$ cat src/rtl/mult_pkg.sv
// Shared types and helpers for the sequential
// shift-and-add multiplier.
package mult_pkg;

  typedef enum logic [1:0] {
    IDLE = 2'd0,
    RUN  = 2'd1,
    DONE = 2'd2
  } state_e;

  function automatic int clog2(input int v);
    int r;
    int x;
    r = 0;
    x = v - 1;
    while (x > 0) begin
      r = r + 1;
      x = x >> 1;
    end
    return r;
  endfunction

endpackage

$ cat src/rtl/seq_shift_add_multiplier_adder.sv
// Ripple adder with carry-out and signed
// condition codes.
module adderWithConditionCodes #(
  parameter int width = 8
) (
  input  logic [width-1:0] a,
  input  logic [width-1:0] b,
  input  logic             cIn,
  output logic [width-1:0] sum,
  output logic             cOut,
  output logic             neg,
  output logic             overFlow
);

  logic [width:0] full;

  // Sum and carry from a single wide add.
  always_comb begin
    full = {1'b0, a} + {1'b0, b}
         + {{width{1'b0}}, cIn};
  end

  assign sum      = full[width-1:0];
  assign cOut     = full[width];
  assign neg      = full[width-1];
  assign overFlow = (a[width-1] == b[width-1])
                 && (full[width-1] != a[width-1]);

endmodule

$ cat src/rtl/seq_shift_add_multiplier.sv
// Unsigned shift-and-add multiplier, one
// partial product per clock, valid/ready in/out.
module seq_shift_add_multiplier
  import mult_pkg::*;
#(
  parameter int WIDTH = 8
) (
  input  logic               clk,
  input  logic               rst_n,
  input  logic               in_valid,
  output logic               in_ready,
  input  logic [WIDTH-1:0]   a,
  input  logic [WIDTH-1:0]   b,
  output logic               out_valid,
  input  logic               out_ready,
  output logic [2*WIDTH-1:0] product,
  output logic               zero
);

  localparam int CW = clog2(WIDTH + 1);
  localparam int PW = 2 * WIDTH;

  state_e           state_q, state_d;
  logic [WIDTH-1:0] mcand_q, mcand_d;
  logic [WIDTH-1:0] acc_hi_q, acc_hi_d;
  logic [WIDTH-1:0] acc_lo_q, acc_lo_d;
  logic [CW-1:0]    cnt_q, cnt_d;
  logic [PW-1:0]    product_q, product_d;
  logic             zero_q, zero_d;
  logic             out_valid_q, out_valid_d;

  logic [WIDTH-1:0] add_b;
  logic [WIDTH-1:0] add_sum;
  logic             add_cout;
  logic             unused_neg;
  logic             unused_ovf;
  logic [PW-1:0]    shifted;

  assign add_b = acc_lo_q[0] ? mcand_q : '0;

  adderWithConditionCodes #(
    .width(WIDTH)
  ) u_add (
    .a       (acc_hi_q),
    .b       (add_b),
    .cIn     (1'b0),
    .sum     (add_sum),
    .cOut    (add_cout),
    .neg     (unused_neg),
    .overFlow(unused_ovf)
  );

  assign shifted = {add_cout, add_sum,
                    acc_lo_q[WIDTH-1:1]};

  // Next-state and datapath updates.
  always_comb begin
    state_d     = state_q;
    mcand_d     = mcand_q;
    acc_hi_d    = acc_hi_q;
    acc_lo_d    = acc_lo_q;
    cnt_d       = cnt_q;
    product_d   = product_q;
    zero_d      = zero_q;
    out_valid_d = out_valid_q;
    unique case (state_q)
      IDLE: begin
        if (in_valid) begin
          mcand_d  = a;
          acc_hi_d = '0;
          acc_lo_d = b;
          cnt_d    = '0;
          state_d  = RUN;
        end
      end
      RUN: begin
        acc_hi_d = shifted[PW-1:WIDTH];
        acc_lo_d = shifted[WIDTH-1:0];
        cnt_d    = cnt_q + 1'b1;
        if (cnt_q == CW'(WIDTH - 1)) begin
          state_d     = DONE;
          product_d   = shifted;
          zero_d      = (shifted == '0);
          out_valid_d = 1'b1;
        end
      end
      DONE: begin
        if (out_ready) begin
          state_d     = IDLE;
          out_valid_d = 1'b0;
        end
      end
      default: begin
        state_d     = IDLE;
        out_valid_d = 1'b0;
      end
    endcase
  end

  // State and datapath registers.
  always_ff @(posedge clk or negedge rst_n) begin
    if (!rst_n) begin
      state_q     <= IDLE;
      mcand_q     <= '0;
      acc_hi_q    <= '0;
      acc_lo_q    <= '0;
      cnt_q       <= '0;
      product_q   <= '0;
      zero_q      <= 1'b0;
      out_valid_q <= 1'b0;
    end else begin
      state_q     <= state_d;
      mcand_q     <= mcand_d;
      acc_hi_q    <= acc_hi_d;
      acc_lo_q    <= acc_lo_d;
      cnt_q       <= cnt_d;
      product_q   <= product_d;
      zero_q      <= zero_d;
      out_valid_q <= out_valid_d;
    end
  end

  assign in_ready  = (state_q == IDLE);
  assign out_valid = out_valid_q;
  assign product   = product_q;
  assign zero      = zero_q;

endmodule

$ cat config.mk
export PLATFORM = sky130hd
export DESIGN_NAME = seq_shift_add_multiplier
export DESIGN_NICKNAME = d
export VERILOG_FILES = /design/src/rtl/mult_pkg.sv /design/src/rtl/seq_shift_add_multiplier_adder.sv /design/src/rtl/seq_shift_add_multiplier.sv
export SDC_FILE = /design/constraint.sdc
export NUM_CORES = 1
export LEC_CHECK = 0
export ABC_AREA = 1
export BUFFER_PORTS_ARGS = -buffer_cell sky130_fd_sc_hd__buf_2
export CAP_MARGIN = 40
export CORE_MARGIN = 2
export CORE_UTILIZATION = 50
export DETAILED_ROUTE_END_ITERATION = 7
export PLACE_DENSITY = 0.74
export SYNTH_ARGS = -nofsm -noshare
export SYNTH_HDL_FRONTEND = slang
export SYNTH_SLANG_ARGS = --single-unit
$ cat constraint.sdc
create_clock -name clk -period 1.95 [get_ports clk]
set_input_delay 0 -clock clk [delete_from_list [all_inputs] [get_ports clk]]
set_output_delay 0 -clock clk [all_outputs]
set_load 0.03 [all_outputs]
==> results.md, run 1 <==
* Htree depth at 2
* Setup TNS at 0 ps
* Storage cell area at 1200 sq um
* Worst path bufs/invs at 2
* CTS buffer count at 5
* Clock sink total at 48
* CTS clk-pin slew, worst paths at 100 ps
* Gpl congestion at 0.885
* Final critical-path required period at 1840 ps
* Count of final setup violators at 0
* Fin nets at 379
* Post-synth ARST share at 100%
* Yosys Warn Count at 0
* Delay-heaviest family, CP: simple AND/OR/NAND/NOR gates
* Power, Total at 5.62 mW
* Fin cells at 417
* Relative slew slack at 71.9%
* Initial antenna violation count at 0
* Syn Nets at 326
* IO Pins at 39
* Seq cells post-synth at 48
* Critical path startpoint category: flop
* Inst Count DP at 399
* Starting Density at 52.6%
* Routed via count at 2121
* Slowest CP cell: dfrtp_1
* Initial detailed-routing violation count at 123
* CP Data Arrival Time at 2100 ps
* HPWL after DPL at 3850 um
* Antenna Cells at 0
* Number of post-CTS setup repair buffers at 0
* Die Width at 74.9 um
* Max cap viols at 0
* PwrDens at 1810 nW/um^2
* Pleak at 1.65 nW
* Avg WL per Cell at 12.8 um
* Gate Count Post-Synth at 296
* CP Capture Type: flop
* Max VDD drop at 1030 uV
* Largest net degree at the start of global routing at 26
* Filler cells at 421
* CP max stage delay at 390 ps
* Clock Latency Late Sink at 310 ps
* Crit path cell chain: buf_6, nand2_1, inv_1, ha_1, nand2_1, nand2_1, a21oi_2, nand2_1, nand2_1, nand2_1, nor2_2, nand3_1, nand2_1
* Die Area at 5620 sq um
* Most common flop cell mapped by yosys: dfrtp_1
* Final Hold Fails at 0
* Syn Area/Cell at 8.50 sq um
* Worst-Margin Slew at 421 ps
* Max-slew violation count at 0
* Post-synthesis sequential area ratio at 47.7%
* Share of cells above drive strength 1 at 24.9%
* DR DRC count at 0
* DRT antenna net count at 0
* CTS tree: done
* Synthesized cell area at 2520 sq um
* FMAX at 0.544 GHz
* Critical Path RT at 2210 ps
* DR vias/cell at 5.09
* Clock Skew at 12.2 ps
* Final WL at 5360 um
* Drt pass-1 iters at 5
* Global-route usage over all layers at 20.7%
* Synth area leaders: dfrtp_1 (48%), nand2_1 (15%), inv_1 (5.2%)
* Status: completed
* Die height at 74.9 um
* Crit-path most repeated cell: nand2_1
* Synth top area share at 47.7%
* Post-synth EDFFs at 0
* Unique masters post-synth at 29
* Vias in the first global route at 1881
* Clk buf depth at 2
* Site Rows at 25
* Leading area contributor after synthesis: dfrtp_1
* Area of the multi-input gates at 1140 sq um
* GRT overflow at 0
* Core box area at 4790 sq um
* Final Cycle Share at 94.3%
* Area grow syn2layout at 23.1%
* Port bufs at 38
* Clock root buffer: clkbuf_8
* First-pass GRT wire length at 8770 um
* CP max FO at 8
* Worst Hold Class: in2reg
* Crit Path Class: reg2reg
-- cells in the mapped netlist (all sizes together), types with 3 or more instances --
cell type  number
nand2         104
dfrtp          48
inv            38
o21ai          26
nor2           18
nand3          17
ha              9
buf             7
a21oi           6
a221oi          6
nor3            6
a22o            3
clkbuf          3
-- layer usage --
metal / share of wire, % / up-vias / global-route usage, %
li1: - / 1054 / -
met1: 49 / 1011 / 29.2
met2: 46 / 49 / 32.4
met3: 4.2 / 7 / 4.28
met4: 1.2 / 0 / 5.95
met5: 0 / - / 0
-- layout make-up --
class | instances | share of cell area, %
Tap cell | 67 | 2.71
Clock inverter | 3 | 2.22
Timing Repair Buffer | 56 | 12.2
Multi-Input combinational cell | 200 | 37.0
Inverter | 38 | 4.85
Clock buffer | 5 | 2.22
Sequential cell | 48 | 38.8
-- sequential cells by signal (all words and copies together) (netlist names) --
register	cells
acc_lo_q	8
out_valid	1
acc_hi_q	8
mcand_q	8
state_q	2
zero	1
cnt_q	4
product	16
-- path summary, 6_finish.rpt --
path,from,to,slack [ps],cells after the start
max in group asynchronous,rst_n,acc_hi_q[5],1300,3
hold / removal,b[2],acc_lo_q[2],20,3
setup / recovery,acc_lo_q[0],zero,110,13
setup reg to reg,acc_lo_q[0],zero,110,13
hold reg to reg,product[8],product[8],480,2
min in group asynchronous,rst_n,product[1],70,2
-- metrics by stage --
stage               instance area, sq um  utilization (%)  worst slack (ps)  hold WS, ps
detailed placement                  2780             58.1              64.0         -135
floorplan                           2520                -              41.6         -296
CTS                                 3020             63.1              46.4         7.11
finish                              3100             64.7               112         20.3
global route                        3100             64.7             -8.17         21.9
global placement                    2780             58.1               113         -139
-- kinds of logic after synthesis --
kind of cell    Yosys count  synth area share, %
compound gates           42                 12.5
fa+ha+maj                10                 5.27
xor+xnor                  1                0.348
buf+inv                  48                 9.70
flops                    48                 47.7
simple gates            147                 24.5
-- cell usage in the layout, fill, tap and decap left out --
master	n
nand2_1	100
dfrtp_1	48
buf_2	38
inv_1	35
nand3_1	16
nor2_1	14
o21ai_0	13
dlygate4sd3_1	10
o21ai_2	8
nor3_1	6
a221oi_2	6
o21ai_1	5
a21oi_1	5
clkbuf_8	5
buf_4	5
nand2_2	4
ha_4	4
ha_1	4
a22o_1	3
nor2_2	2
inv_6	2
bufinv_16	2
buf_12	2
or2_1	1
nor2_8	1
inv_4	1
inv_2	1
a21oi_2	1
nor2_4	1
nand3_2	1
xor2_1	1
o211ai_1	1
nand3b_1	1
fa_2	1
ha_2	1
buf_6	1
-- timing repair --
action                     CTS  global route
hold buffers                10             0
setup endpoints to repair    0             6
resized for setup            0            15
hold endpoints to repair    58             0
-- power by group --
part | switching (mW) | internal (mW) | leakage, nW
sequential | 0.272 | 1.44 | 0.595
clock | 0.355 | 0.516 | 0.0687
combinational | 1.92 | 1.11 | 0.983
-- tightest hold or removal path, cell delays in order --
cell and delay, ps:
buf_2 70, nor3_1 40, a221oi_2 160
(Power assumes the default switching activity.)
==> run 2: changes to the inputs <==
--- a/config.mk
+++ b/config.mk
@@ -8,6 +8,7 @@
 export ABC_AREA = 1
 export BUFFER_PORTS_ARGS = -buffer_cell sky130_fd_sc_hd__buf_2
 export CAP_MARGIN = 40
+export CORE_ASPECT_RATIO = 0.6
 export CORE_MARGIN = 2
 export CORE_UTILIZATION = 50
 export DETAILED_ROUTE_END_ITERATION = 7
==> results.md, run 2 (synthesis results as in run 1) <==
* Status: completed
* Switching power at 2.59 mW (+1.7%)
* Clock root buffer: clkbuf_8
* Number of flip-flops in the largest register at 16 (unchanged)
* Final Cycle Share at 95.6% (+1.4 points)
* Setup TNS at 0 ps (unchanged)
* HPWL after DPL at 3990 um (+3.7%)
* Critical path startpoint category: flop
* CP Data Arrival Time at 2120 ps (+20 ps)
* RSZ-0062 raised after global routing: true
* Initial antenna violation count at 0 (unchanged)
* Crit Path Class: reg2reg
* Logic pwr share at 56.7% (+2.8 points)
* Max cap viols at 0 (unchanged)
* Vias in the first global route at 1865 (-0.85%)
* Worst Hold Class: in2reg
* Final core occ at 65.3% (+0.55 points)
* Commonest non-fill, non-tap cell in the layout: nand2_1
* Area grow syn2layout at 22.1%
* Storage cell area at 1200 sq um (unchanged)
* Port bufs at 38 (unchanged)
* Relative slew slack at 59.5% (-12 points)
* P_int at 2.87 mW (-6.3%)
* Worst-Margin Slew at 607 ps (+186 ps)
* CP max FO at 3 (-5)
* DRT antenna net count at 0 (unchanged)
* Final WL at 5700 um (+6.3%)
* Avg WL per Cell at 13.8 um (+7.6%)
* DR vias/cell at 4.98 (-2.2%)
* First-pass GRT wire length at 9170 um (+4.6%)
* Clock Skew at 8.39 ps (-3.77 ps)
* R2r setup slk at 90 ps (-30 ps)
* Count of final setup violators at 0 (unchanged)
* Max VDD drop at 931 uV (-9.2%)
* Global-route usage over all layers at 22.2% (+1.6 points)
* Power, Total at 5.46 mW (-2.7%)
* CP Capture Type: flop
* Site Rows at 19 (-24%)
* Hold WS at 11.5 ps (-8.82 ps)
* PwrDens at 1780 nW/um^2 (-1.9%)
* Most frequent cells in the layout: nand2_1 (102), dfrtp_1 (48), buf_2 (38), inv_1 (34), nand3_1 (15)
* Die height at 59.0 um (-21%)
* Number of post-CTS setup repair buffers at 0 (unchanged)
* Final critical-path required period at 1860 ps (+26.7 ps)
* Die Width at 95.6 um (+28%)
* CTS buffer count at 5 (unchanged)
* Die Area at 5630 sq um (+0.33%)
* Max-slew violation count at 0 (unchanged)
* Area of the multi-input gates at 1170 sq um (+2.4%)
* Clock Latency Late Sink at 310 ps (about the same)
* Critical Path RT at 2210 ps (about the same)
* Fin nets at 379 (unchanged)
* Clk buf depth at 2 (unchanged)
* Final Hold Fails at 0 (unchanged)
* Clock sink total at 48 (unchanged)
* Largest net degree at the start of global routing at 49 (+88%)
* Gpl congestion at 0.898 (+1.5%)
* Core box area at 4710 sq um (-1.6%)
* DR DRC count at 0 (unchanged)
* Routed via count at 2050 (-3.3%)
* Htree depth at 2 (unchanged)
* Initial detailed-routing violation count at 125 (+1.6%)
* Filler cells at 412 (-2.1%)
* Inst Count DP at 394 (-1.3%)
* Starting Density at 53.5% (+0.88 points)
* Share of cells above drive strength 1 at 25.2% (+0.36 points)
* Pleak at 1.62 nW (-1.6%)
* IO Pins at 39 (unchanged)
* CTS clk-pin slew, worst paths at 90 ps (about the same)
* Fin cells at 412 (-1.2%)
* GRT overflow at 0 (unchanged)
* FMAX at 0.536 GHz (-1.4%)
* Sw Share at 47.4% (+2.0 points)
* Antenna Cells at 0 (unchanged)
* Share of power burned in registers at 31.9% (+1.3 points)
* CTS tree: done
* Clock power frac at 11.4% (-4.1 points)
* Drt pass-1 iters at 4 (-1)
-- run 2: changes by cell type in the layout (fill, tap and decap cells not counted), sizes merged --
cell,previous run,this run
dlygate4sd3,10,11
clkbuf,5,6
bufinv,2,0
buf,46,45
inv,39,38
clkinv,0,1
-- run 2: per-layer routing --
metal / vias up / global-route usage [%] / part of all wire [%]
met2: 48 / 31.0 / 42
met1: 948 / 34.7 / 52
li1: 1047 / - / -
met3: 7 / 4.74 / 4.6
met4: 0 / 6.73 / 1.2
met5: - / 0 / 0
-- run 2: timing repair --
item,in CTS,in global routing
endpoints found under the setup margin,1,8
hold endpoints to repair,59,0
cloned,0,0
pin swaps,2,5
gates resized for setup,4,14
hold buffers,11,0
-- run 2: final timing paths --
| path | startpoint | endpoint | cells after the start |
|---|---|---|---|
| worst max-delay path | acc_lo_q[0] | zero | 11 |
| worst min-delay path | b[3] | acc_lo_q[3] | 3 |
| worst max register to register | acc_lo_q[0] | zero | 11 |
| worst min register to register | product[5] | product[5] | 2 |
| max in group asynchronous | rst_n | mcand_q[4] | 3 |
| min in group asynchronous | rst_n | product[4] | 3 |
-- run 2: per-stage QoR --
step,area [sq um],setup slack [ps]
6_report,3070,85.2
5_1_grt,3070,-24.5
4_1_cts,2980,1.52
3_5_place_dp,2770,-8.32
3_3_place_gp,2770,87.9
2_1_floorplan,2520,41.6
-- run 2: area by class of cell --
| cell class | instances | area share, % |
|---|---|---|
| clock inverters | 1 | 0.285 |
| repair buffers | 56 | 12.3 |
| inverters | 38 | 4.89 |
| well taps | 63 | 2.57 |
| multi-input cells | 200 | 38.2 |
| flip-flops and latches | 48 | 39.1 |
| clock buffers | 6 | 2.69 |
-- run 2: power groups by stage --
| stage | Combinational [mW] | Sequential [mW] | Clock, mW |
|---|---|---|---|
| floorplan | 1.91 | 1.97 | 0 |
| global placement | 2.79 | 1.72 | 0 |
| detailed placement | 2.85 | 1.73 | 0 |
| CTS | 2.89 | 1.72 | 0.638 |
| global route | 3.45 | 1.80 | 0.673 |
| finish | 3.10 | 1.74 | 0.623 |
-- run 2: worst max-delay path: stages (launching register included) --
cell and delay (ps):
dfrtp_1 400, nand2_1 80, inv_2 40, ha_4 160, fa_2 440, nor2_2 90
nand3_1 80, nor2_2 150, nand3_2 110, nor2_2 110, nand3_1 80, nand2_1 60
==> run 3: changes to the inputs <==
--- a/config.mk
+++ b/config.mk
@@ -6,12 +6,14 @@
 export NUM_CORES = 1
 export LEC_CHECK = 0
 export ABC_AREA = 1
+export ABC_CLOCK_PERIOD_IN_PS = 1500
 export BUFFER_PORTS_ARGS = -buffer_cell sky130_fd_sc_hd__buf_2
 export CAP_MARGIN = 40
 export CORE_ASPECT_RATIO = 0.6
 export CORE_MARGIN = 2
 export CORE_UTILIZATION = 50
 export DETAILED_ROUTE_END_ITERATION = 7
+export MAX_ROUTING_LAYER = met4
 export PLACE_DENSITY = 0.74
 export SYNTH_ARGS = -nofsm -noshare
 export SYNTH_HDL_FRONTEND = slang
==> constraint.sdc (replaced) <==
create_clock -name clk -period 1.5 [get_ports clk]
set_input_delay 0 -clock clk [delete_from_list [all_inputs] [get_ports clk]]
set_output_delay 0 -clock clk [all_outputs]
set_load 0.03 [all_outputs]
==> results.md, run 3 (synthesis results as in run 1) <==
* Status: finished, violations left
* Failing checks: negative setup slack
* Initial detailed-routing violation count at 153 (+22%)
* Largest net degree at the start of global routing at 49 (unchanged)
* Pleak at 1.81 nW (+12%)
* CTS tree: done
* CTS buffer count at 5 (unchanged)
* CP Capture Type: flop
* Clock Latency Late Sink at 290 ps (-20 ps)
* Global-route usage over all layers at 24.3% (+2.0 points)
* Vias in the first global route at 2036 (+9.2%)
* R2r setup slk at -460 ps (-550 ps)
* Final Hold Fails at 0 (unchanged)
* DR DRC count at 0 (unchanged)
* DRT antenna net count at 0 (unchanged)
* Starting Density at 53.5% (unchanged)
* Post-route cell area at 3540 sq um (+15%)
* Most frequent cells in the layout: nand2_1 (76), dfrtp_1 (48), buf_2 (38), inv_1 (25), nand2_2 (22)
* Relative slew slack at 59.3% (-0.25 points)
* FMAX at 0.509 GHz (-5.1%)
* Critical Path RT at 1740 ps (-470 ps)
* Area of the multi-input gates at 1370 sq um (+17%)
* Avg WL per Cell at 14.8 um (+7.0%)
* Port bufs at 38 (unchanged)
* Clock root buffer: clkbuf_8
* First-pass GRT wire length at 9910 um (+8.0%)
* Drt pass-1 iters at 4 (unchanged)
* Antenna Cells at 0 (unchanged)
* Final Cycle Share at 131% (+35 points)
* Share of cells above drive strength 1 at 44.4% (+19 points)
* Routed via count at 2236 (+9.1%)
* Htree depth at 2 (unchanged)
* Core box area at 4710 sq um (unchanged)
* Commonest non-fill, non-tap cell in the layout: nand2_1
* CP max stage delay at 460 ps (+20 ps)
* Max-slew violation count at 0 (unchanged)
* Max cap viols at 0 (unchanged)
* Site Rows at 19 (unchanged)
* Storage cell area at 1200 sq um (unchanged)
* Die Area at 5630 sq um (unchanged)
* Die Width at 95.6 um (unchanged)
* DR vias/cell at 5.12 (+2.8%)
* Gpl congestion at 0.901 (+0.33%)
* CP Data Arrival Time at 2210 ps (+90 ps)
* GRT overflow at 0 (unchanged)
* Final core occ at 75.2% (+9.9 points)
* Final critical-path required period at 1960 ps (+100 ps)
* Clock sink total at 48 (unchanged)
* Crit Path Class: reg2reg
* Worst Slack Setup Final at -465 ps (-550 ps)
* Worst path bufs/invs at 2 (+1)
* Count of final setup violators at 17 (+17)
* CTS clk-pin slew, worst paths at 90 ps (about the same)
* Slowest CP cell: fa_2
* Clock Skew at 2.84 ps (-5.55 ps)
* Final WL at 6470 um (+13%)
* Max VDD drop at 1170 uV (+25%)
* Delay-heaviest family, CP: simple AND/OR/NAND/NOR gates
* Worst Hold Class: in2reg
* PwrDens at 2570 nW/um^2 (+45%)
* Filler cells at 338 (-18%)
* Crit path cell chain: buf_12, nand2_2, inv_2, fa_2, nor2_1, nand3_1, nor2_2, nand3_2, nor2_1, nand3_1, nand2_1
* IO Pins at 39 (unchanged)
* RSZ-0062 raised after global routing: true
* Die height at 59.0 um (unchanged)
* Fin nets at 403 (+6.3%)
* CP max FO at 7 (+4)
* Number of flip-flops in the largest register at 16 (unchanged)
* Critical path startpoint category: flop
* Clk buf depth at 2 (unchanged)
* HPWL after DPL at 4140 um (+3.8%)
* Area grow syn2layout at 40.7%
* Initial antenna violation count at 0 (unchanged)
* DP Area at 3020 sq um (+9.2%)
* Worst-Margin Slew at 611 ps (+3.75 ps)
[run 3: changes by cell type in the layout (fill, tap and decap cells not counted), moves of 6 or more]
cell and delta:
nand2_2 +20, inv_1 -9, buf_6 +7, nand2_1 -26, inv_2 +8, nand3_1 -6
nand2_4 +6, buf_4 +16
[run 3: worst paths after layout]
check | to | startpoint | depth (start not counted)
worst max register to register | zero | acc_lo_q[0] | 11
worst min-delay path | acc_lo_q[7] | b[7] | 3
worst max-delay path | zero | acc_lo_q[0] | 11
min in group asynchronous | product[4] | rst_n | 3
max in group asynchronous | mcand_q[6] | rst_n | 3
worst min register to register | product[9] | product[9] | 2
[run 3: layer usage]
layer / vias up / GRT usage (%) / wire [um]
li1: 1103 / - / -
met1: 1047 / 33.8 / 2970
met2: 68 / 35.1 / 2910
met3: 18 / 6.91 / 416
met4: 0 / 6.53 / 169
met5: - / - / 0
[run 3: repair_timing]
item                                   CTS  global route
setup buffers                            3             4
hold buffers                            10             0
pin swaps                               19            30
resized for setup                       25            51
gates cloned                             0             0
setup endpoints to repair               17            27
endpoints found under the hold margin   57             0
[run 3: metrics by stage]
stage	setup TNS, ps	cells	power [mW]	setup WS [ps]	hold WS, ps
after global placement	-2550	413	6.65	-314	133
after CTS	-3190	434	8.18	-412	26.1
after detailed placement	-3400	413	6.80	-377	136
final	-4190	437	9.10	-465	20.1
after floorplan	-1280	296	5.31	-294	-296
after global routing	-5310	437	9.74	-524	22.1
[run 3: area by class of cell]
cell class / instances / area share, %
Clock buffer: 7 / 2.72
Timing Repair Buffer: 80 / 17.1
Tap cell: 63 / 2.23
Sequential cell: 48 / 33.9
Inverter: 38 / 4.31
Clock inverter: 1 / 0.848
Multi-Input combinational cell: 200 / 38.8
[run 3: where the power goes]
part | internal [mW] | switching, mW | total, mW | leakage (nW)
Sequential | 1.88 | 0.431 | 2.31 | 0.595
Combinational | 2.52 | 3.25 | 5.77 | 1.15
Clock | 0.589 | 0.439 | 1.03 | 0.0645
[run 3: worst reg2reg max path, stage by stage (launching register included)]
cell     delay [ps]
dfrtp_1         430
buf_12          160
nand2_2          60
inv_2            50
fa_2            460
nor2_1          160
nand3_1         100
nor2_2          140
nand3_2         110
nor2_1          110
nand3_1          80
nand2_1          60
